File: src/rtl/sensor_log_mem.sv
// sensor_log_mem: per-channel circular sensor logs held in an external
// memory macro, with a bit-serial (backscatter) read-out path.
//
// Ports
//   clk, reset_n        : clock, asynchronous active-low reset
//   wr_req/wr_ch/wr_data: log-write request (held until wr_ack), wr_ack pulse
//   rd_start/rd_ch/rd_count: one-cycle read command (rd_count 0 = all stored)
//   bit_tick            : bit-rate enable for the serial output
//   tx_bit/tx_bit_valid : serial data, MSB first, oldest word first
//   tx_done, busy       : end-of-read pulse, FSM not idle
//   mem_sel/mem_addr/mem_wdata/mem_rdata/PC_B/WE/SE : memory macro interface
//   count, overflow     : words stored per channel, sticky overwrite flags
module sensor_log_mem #(
  parameter  int N_CH   = 3,
  parameter  int DATA_W = 16,
  parameter  int DEPTH  = 64,
  localparam int AW     = $clog2(DEPTH)
) (
  input  logic                   clk,
  input  logic                   reset_n,
  input  logic                   wr_req,
  input  logic [2:0]             wr_ch,
  input  logic [DATA_W-1:0]      wr_data,
  output logic                   wr_ack,
  input  logic                   rd_start,
  input  logic [2:0]             rd_ch,
  input  logic [AW:0]            rd_count,
  input  logic                   bit_tick,
  output logic                   tx_bit,
  output logic                   tx_bit_valid,
  output logic                   tx_done,
  output logic                   busy,
  output logic [N_CH-1:0]        mem_sel,
  output logic [AW-1:0]          mem_addr,
  output logic [DATA_W-1:0]      mem_wdata,
  input  logic [DATA_W-1:0]      mem_rdata,
  output logic                   PC_B,
  output logic                   WE,
  output logic                   SE,
  output logic [N_CH*(AW+1)-1:0] count,
  output logic [N_CH-1:0]        overflow
);

  localparam int CW = (N_CH > 1) ? $clog2(N_CH) : 1;
  localparam int BW = $clog2(DATA_W);
  localparam logic [N_CH-1:0] ONE  = 1;
  localparam logic [AW:0]     FULL = (AW+1)'(DEPTH);

  typedef enum logic [2:0] {
    S_IDLE, S_WR_ADDR, S_WR_DATA, S_WR_DONE, S_RD_ADDR, S_RD_DATA, S_SHIFT, S_DONE
  } state_t;

  state_t state, nxt;

  logic [AW:0]       cnt  [N_CH];
  logic [AW-1:0]     wptr [N_CH];
  logic [AW-1:0]     rptr [N_CH];
  logic [CW-1:0]     w_ch, r_ch;
  logic [AW:0]       remaining;
  logic [DATA_W-1:0] sr;
  logic [BW-1:0]     bitcnt;
  logic              rd_active;   // a read is suspended while a write is serviced
  logic [N_CH-1:0]   ovf;

  logic        wr_ok, rd_ok, last_bit;
  logic [AW:0] rd_avail, rd_len, w_newcnt;

  assign wr_ok    = wr_req   && ({1'b0, wr_ch} < 4'(N_CH));
  assign rd_ok    = rd_start && ({1'b0, rd_ch} < 4'(N_CH));
  assign last_bit = bit_tick && (bitcnt == BW'(DATA_W-1));
  assign rd_avail = cnt[rd_ch[CW-1:0]];
  assign rd_len   = (rd_count == '0 || rd_count > rd_avail) ? rd_avail : rd_count;
  assign w_newcnt = (cnt[w_ch] == FULL) ? FULL : cnt[w_ch] + 1'b1;

  for (genvar i = 0; i < N_CH; i++) begin : g_cnt
    assign count[i*(AW+1) +: AW+1] = cnt[i];
  end
  assign overflow = ovf;

  always_ff @(posedge clk or negedge reset_n) begin
    if (!reset_n) state <= S_IDLE;
    else          state <= nxt;
  end

  always_comb begin
    nxt = state;
    case (state)
      S_IDLE:    if (wr_ok) nxt = S_WR_ADDR;
                 else if (rd_ok) nxt = S_RD_ADDR;
      S_WR_ADDR: nxt = S_WR_DATA;
      S_WR_DATA: nxt = S_WR_DONE;
      S_WR_DONE: nxt = rd_active ? S_RD_ADDR : S_IDLE;
      // An empty request still passes through RD_ADDR so that tx_done
      // always follows rd_start by the same two cycles.
      S_RD_ADDR: nxt = (remaining == '0) ? S_DONE : S_RD_DATA;
      S_RD_DATA: nxt = S_SHIFT;
      S_SHIFT:   if (last_bit) begin
                   if (remaining == (AW+1)'(1)) nxt = S_DONE;
                   else if (wr_ok)              nxt = S_WR_ADDR;
                   else                         nxt = S_RD_ADDR;
                 end
      S_DONE:    nxt = S_IDLE;
      default:   nxt = S_IDLE;
    endcase
  end

  always_ff @(posedge clk or negedge reset_n) begin
    if (!reset_n) begin
      for (int i = 0; i < N_CH; i++) begin
        cnt[i]  <= '0;
        wptr[i] <= '0;
        rptr[i] <= '0;
      end
      w_ch      <= '0;
      r_ch      <= '0;
      remaining <= '0;
      sr        <= '0;
      bitcnt    <= '0;
      rd_active <= 1'b0;
      ovf       <= '0;
    end else begin
      if (nxt == S_WR_ADDR && state != S_WR_ADDR) w_ch <= wr_ch[CW-1:0];
      case (state)
        S_IDLE: if (!wr_ok && rd_ok) begin
          r_ch      <= rd_ch[CW-1:0];
          remaining <= rd_len;
          rd_active <= 1'b1;
        end
        S_WR_DONE: begin
          wptr[w_ch] <= wptr[w_ch] + 1'b1;
          cnt[w_ch]  <= w_newcnt;
          if (cnt[w_ch] == FULL) begin
            rptr[w_ch] <= rptr[w_ch] + 1'b1;   // drop the oldest word
            ovf[w_ch]  <= 1'b1;
          end
          if (rd_active && r_ch == w_ch && remaining > w_newcnt)
            remaining <= w_newcnt;
        end
        S_RD_DATA: begin
          sr     <= mem_rdata;
          bitcnt <= '0;
        end
        S_SHIFT: if (bit_tick) begin
          sr     <= sr << 1;
          bitcnt <= bitcnt + 1'b1;
          if (last_bit) begin
            rptr[r_ch] <= rptr[r_ch] + 1'b1;
            cnt[r_ch]  <= cnt[r_ch] - 1'b1;
            remaining  <= remaining - 1'b1;
          end
        end
        S_DONE: rd_active <= 1'b0;
        default: ;
      endcase
    end
  end

  // Outputs decode straight from state so an asynchronous reset forces
  // them to idle values in the same cycle.
  always_comb begin
    mem_sel      = '0;
    mem_addr     = '0;
    mem_wdata    = '0;
    PC_B         = 1'b1;
    WE           = 1'b0;
    SE           = 1'b0;
    wr_ack       = 1'b0;
    tx_bit       = 1'b0;
    tx_bit_valid = 1'b0;
    tx_done      = 1'b0;
    busy         = (state != S_IDLE);
    case (state)
      S_WR_ADDR: begin
        mem_sel  = ONE << w_ch;
        mem_addr = wptr[w_ch];
        PC_B     = 1'b0;
      end
      S_WR_DATA: begin
        mem_sel   = ONE << w_ch;
        mem_addr  = wptr[w_ch];
        mem_wdata = wr_data;
        WE        = 1'b1;
      end
      S_WR_DONE: wr_ack = 1'b1;
      S_RD_ADDR: begin
        mem_sel  = ONE << r_ch;
        mem_addr = rptr[r_ch];
        PC_B     = 1'b0;
      end
      S_RD_DATA: begin
        mem_sel  = ONE << r_ch;
        mem_addr = rptr[r_ch];
        SE       = 1'b1;
      end
      S_SHIFT: begin
        tx_bit_valid = bit_tick;
        tx_bit       = bit_tick & sr[DATA_W-1];
      end
      S_DONE:  tx_done = 1'b1;
      default: ;
    endcase
  end

endmodule

File: config.mk
export PLATFORM = sky130hd
export DESIGN_NAME = sensor_log_mem
export DESIGN_NICKNAME = d
export VERILOG_FILES = /design/src/rtl/sensor_log_mem.sv
export SDC_FILE = /design/constraint.sdc
export NUM_CORES = 1
export LEC_CHECK = 0
export ABC_AREA = 1
export BUFFER_PORTS_ARGS = -buffer_cell sky130_fd_sc_hd__clkbuf_2
export CORE_MARGIN = 2
export CORE_UTILIZATION = 45
export CTS_CLUSTER_SIZE = 10
export DETAILED_ROUTE_END_ITERATION = 12
export PLACE_DENSITY = 0.63
export REMOVE_ABC_BUFFERS = 1
export SLEW_MARGIN = 20
export SYNTH_ARGS = -nofsm -noshare
export SYNTH_HDL_FRONTEND = slang
export SYNTH_SLANG_ARGS = --single-unit
File: constraint.sdc
create_clock -name clk -period 7.3 [get_ports clk]
set_input_delay 0.73 -clock clk [delete_from_list [all_inputs] [get_ports clk]]
set_output_delay 0.73 -clock clk [all_outputs]
set_load 0.005 [all_outputs]
==> flow_summary.ini <==
[run_status]
status = complete, no violations

[sta]
rsz0062_at_grt = false
fin_crit_ns = 3.33
skew_ns = 0.0108
finalMaxSlewViolations = 0
worstMarginPinSlew_ns = 0.910
fin_ws_ns = 3.97
hold_viol = 0
period_share = 0.455
max_freq_mhz = 301
slew_headroom = 0.392
setup_viol = 0
timing.setup.tns_ns = 0

[final_layout]
regArea_mm2 = 0.00238
num_antenna_cells = 0
nets = 1238
fin_cells = 1386
num-fill-cells = 1638
drive_gt1_frac = 0.158
multiInputGateArea_mm2 = 0.00404
design_area_mm2 = 0.00812
area_delta_synth_final_pct = 12.4

[drt]
drcViolationCount = 0
via_count = 7395
route.final.wire_length_mm = 22.6
avgRoutedWirePerCell_um = 16.3
viasPerCell = 5.34
ant_nets = 0
firstDrtPassIters = 8
drtIter0Drc = 778

[placement]
dp.cells = 1370
gp_congestion = 0.979
dp_slack_ns = 4.05
place_area_mm2 = 0.00784
dpl.hpwl_mm = 17.0
portBuffers = 106

[floorplan]
num_rows = 46
ios = 107
coreArea_mm2 = 0.0158
initial_core_util = 0.458
die_h_um = 131
die_width_um = 131
die-area_mm2 = 0.0171

[cts]
hold_buffers = 0
clk_latency_ns = 0.37
cts_sinks = 95
post_cts_buffers = 0
cts.path.max_buffers = 2
clk_pin_slew_ns = 0.07
cts_tree = done
numCtsBuffers = 9
htreeDepth = 3
root_buffer = clkbuf_16
cts_resized = 0

[grt]
grt_pass1_wl_mm = 35.6
first_global_vias = 6740
grtUsageTotal = 0.272
grt_max_degree = 56
antenna_found_initial = 0
overflow = 0

[logic_synthesis]
ys_types = 45
synthesis.area_mm2 = 0.00723
synth_warnings = 0
synth_edf_count = 0
syn_area_per_cell_um2 = 6.71
async_flop_share = 1.00
synth_seq_cells = 95
synthFlopType = dfrtp_1
syn_inst = 1077
yosysSeqAreaShare = 0.329

[critical_path]
cp_data_required_time_ns = 7.56
path_class = register to register
cp-end-kind = register
worstPathArrival_ns = 3.59
crit_fanout = 18
crit_path_start_kind = register

[flow_run]
maxCapViolCount = 0

[power]
ir_drop_mv = 0.171
power_mw = 3.63
power_density_mw_per_mm2 = 447
leakagePower_nw = 4.29

[hold_path]
min_path_type = input port to async pin
==> power by group <==
part | internal (mW) | switching (mW) | leakage (nW)
clock network | 0.237 | 0.238 | 0.132
logic | 0.688 | 1.50 | 2.96
registers | 0.717 | 0.245 | 1.20
==> synthesized netlist by cell type, types with 8 or more instances <==
cell type | instances | share of area
a21oi_1 | 34 | 0.024
buf_2 | 9 | 0.0062
clkbuf_1 | 8 | 0.0042
dfrtp_1 | 95 | 0.33
ha_1 | 23 | 0.040
inv_1 | 140 | 0.073
inv_2 | 9 | 0.0047
nand2_1 | 310 | 0.16
nand2_2 | 8 | 0.0069
nand3_1 | 117 | 0.081
nand3_2 | 14 | 0.019
nand4_1 | 11 | 0.0095
nor2_1 | 95 | 0.049
nor2_2 | 9 | 0.0078
o211ai_1 | 16 | 0.017
o21ai_0 | 60 | 0.042
o21ai_1 | 19 | 0.013
o22ai_1 | 8 | 0.0069
==> sequential cells by signal, indices dropped and copies added, names as in the netlist <==
register   cells
bitcnt         4
count         21
overflow       3
r_ch           2
rd_active      1
remaining      7
rptr          18
sr            16
state          3
w_ch           2
wptr          18
==> cell families (layout without fill, tap and decap cells) <==
group,count (synthesis),count (layout),share of synthesized area
XOR/XNOR,9,9,0.0109
AND/OR/NAND/NOR,596,596,0.375
AO/OA/AOI/OAI,164,164,0.134
flip-flops,95,95,0.329
buffers and inverters,190,283,0.111
adder cells (fa/ha/maj),23,23,0.0398
==> worst max-delay path: stages, from the launching register on <==
cell and delay, ns:
dfrtp_1 0.80, inv_4 0.18, nand3_1 0.14, nand3_2 0.16
inv_1 0.11, ha_1 0.14, inv_1 0.04, nor2_2 0.16
nand3_4 0.17, nand2_1 0.12, inv_1 0.08, ha_1 0.27
nand3_1 0.08, nor3_1 0.04, nor2_1 0.10, nand2_1 0.05
nand2_1 0.17, nand2_2 0.12, nor2_1 0.11, nand3_1 0.08
nand2_1 0.06, inv_1 0.03
==> metal layers <==
metal	track usage	wire length [um]	vias up
li1	-	-	3669
met1	0.369	10000	3413
met2	0.442	10500	266
met3	0.0330	1430	47
met4	0.115	685	0
met5	0	0	-
==> through the flow <==
step | utilization | hold slack, ns
global route | 0.515 | 0.391
floorplan | - | 0.433
detailed placement | 0.497 | 0.461
global placement | 0.497 | 0.459
finish | 0.515 | 0.338
CTS | 0.515 | 0.363
==> cells in the final DEF (no fill, tap or decap), types with 2 or more instances in the layout <==
cell type and n:
clkbuf_2 105, a21oi_4 2, nor2_4 7, buf_4 2
nor2_2 9, nand3_1 117, o22ai_1 8, dfrtp_1 95
inv_2 9, inv_4 3, nand2_2 8, and3_1 2
nor3_1 7, o221ai_1 3, clkinvlp_4 2, a21oi_1 34
clkbuf_16 9, nand4_1 11, inv_1 140, nand2_1 310
ha_1 23, nand2_4 5, clkinv_1 7, o211ai_1 16
xor2_1 7, o21ai_1 19, nor2_1 95, nand3_2 14
o21a_1 4, a22oi_1 6, xnor2_1 2, o21bai_1 3
inv_6 2, a31oi_1 5, o21ai_0 60, nand3b_1 7
==> area by class of cell <==
cell class / count / share of cell area
Multi-Input combinational cell: 792 / 0.498
Sequential cell: 95 / 0.293
Inverter: 160 / 0.0750
Timing Repair Buffer: 107 / 0.0665
Tap cell: 216 / 0.0333
Clock buffer: 10 / 0.0282
Clock inverter: 6 / 0.00647
==> worst paths after layout <==
path | from | end | slack [ns] | cells after the start
setup / recovery | w_ch[0]$_DFFE_PN0P_ | remaining[6]$_DFFE_PN0P_ | 3.97 | 21
hold / removal | reset_n | wptr[8]$_DFFE_PN0P_ | 0.34 | 1
setup reg to reg | w_ch[0]$_DFFE_PN0P_ | remaining[6]$_DFFE_PN0P_ | 3.97 | 21
hold reg to reg | bitcnt[3]$_DFFE_PN0P_ | bitcnt[3]$_DFFE_PN0P_ | 0.48 | 1
max in group asynchronous | reset_n | count[6]$_DFFE_PN0P_ | 5.81 | 2
min in group clk | bitcnt[3]$_DFFE_PN0P_ | bitcnt[3]$_DFFE_PN0P_ | 0.48 | 1
No activity file was read; power rests on OpenSTA's default activity.
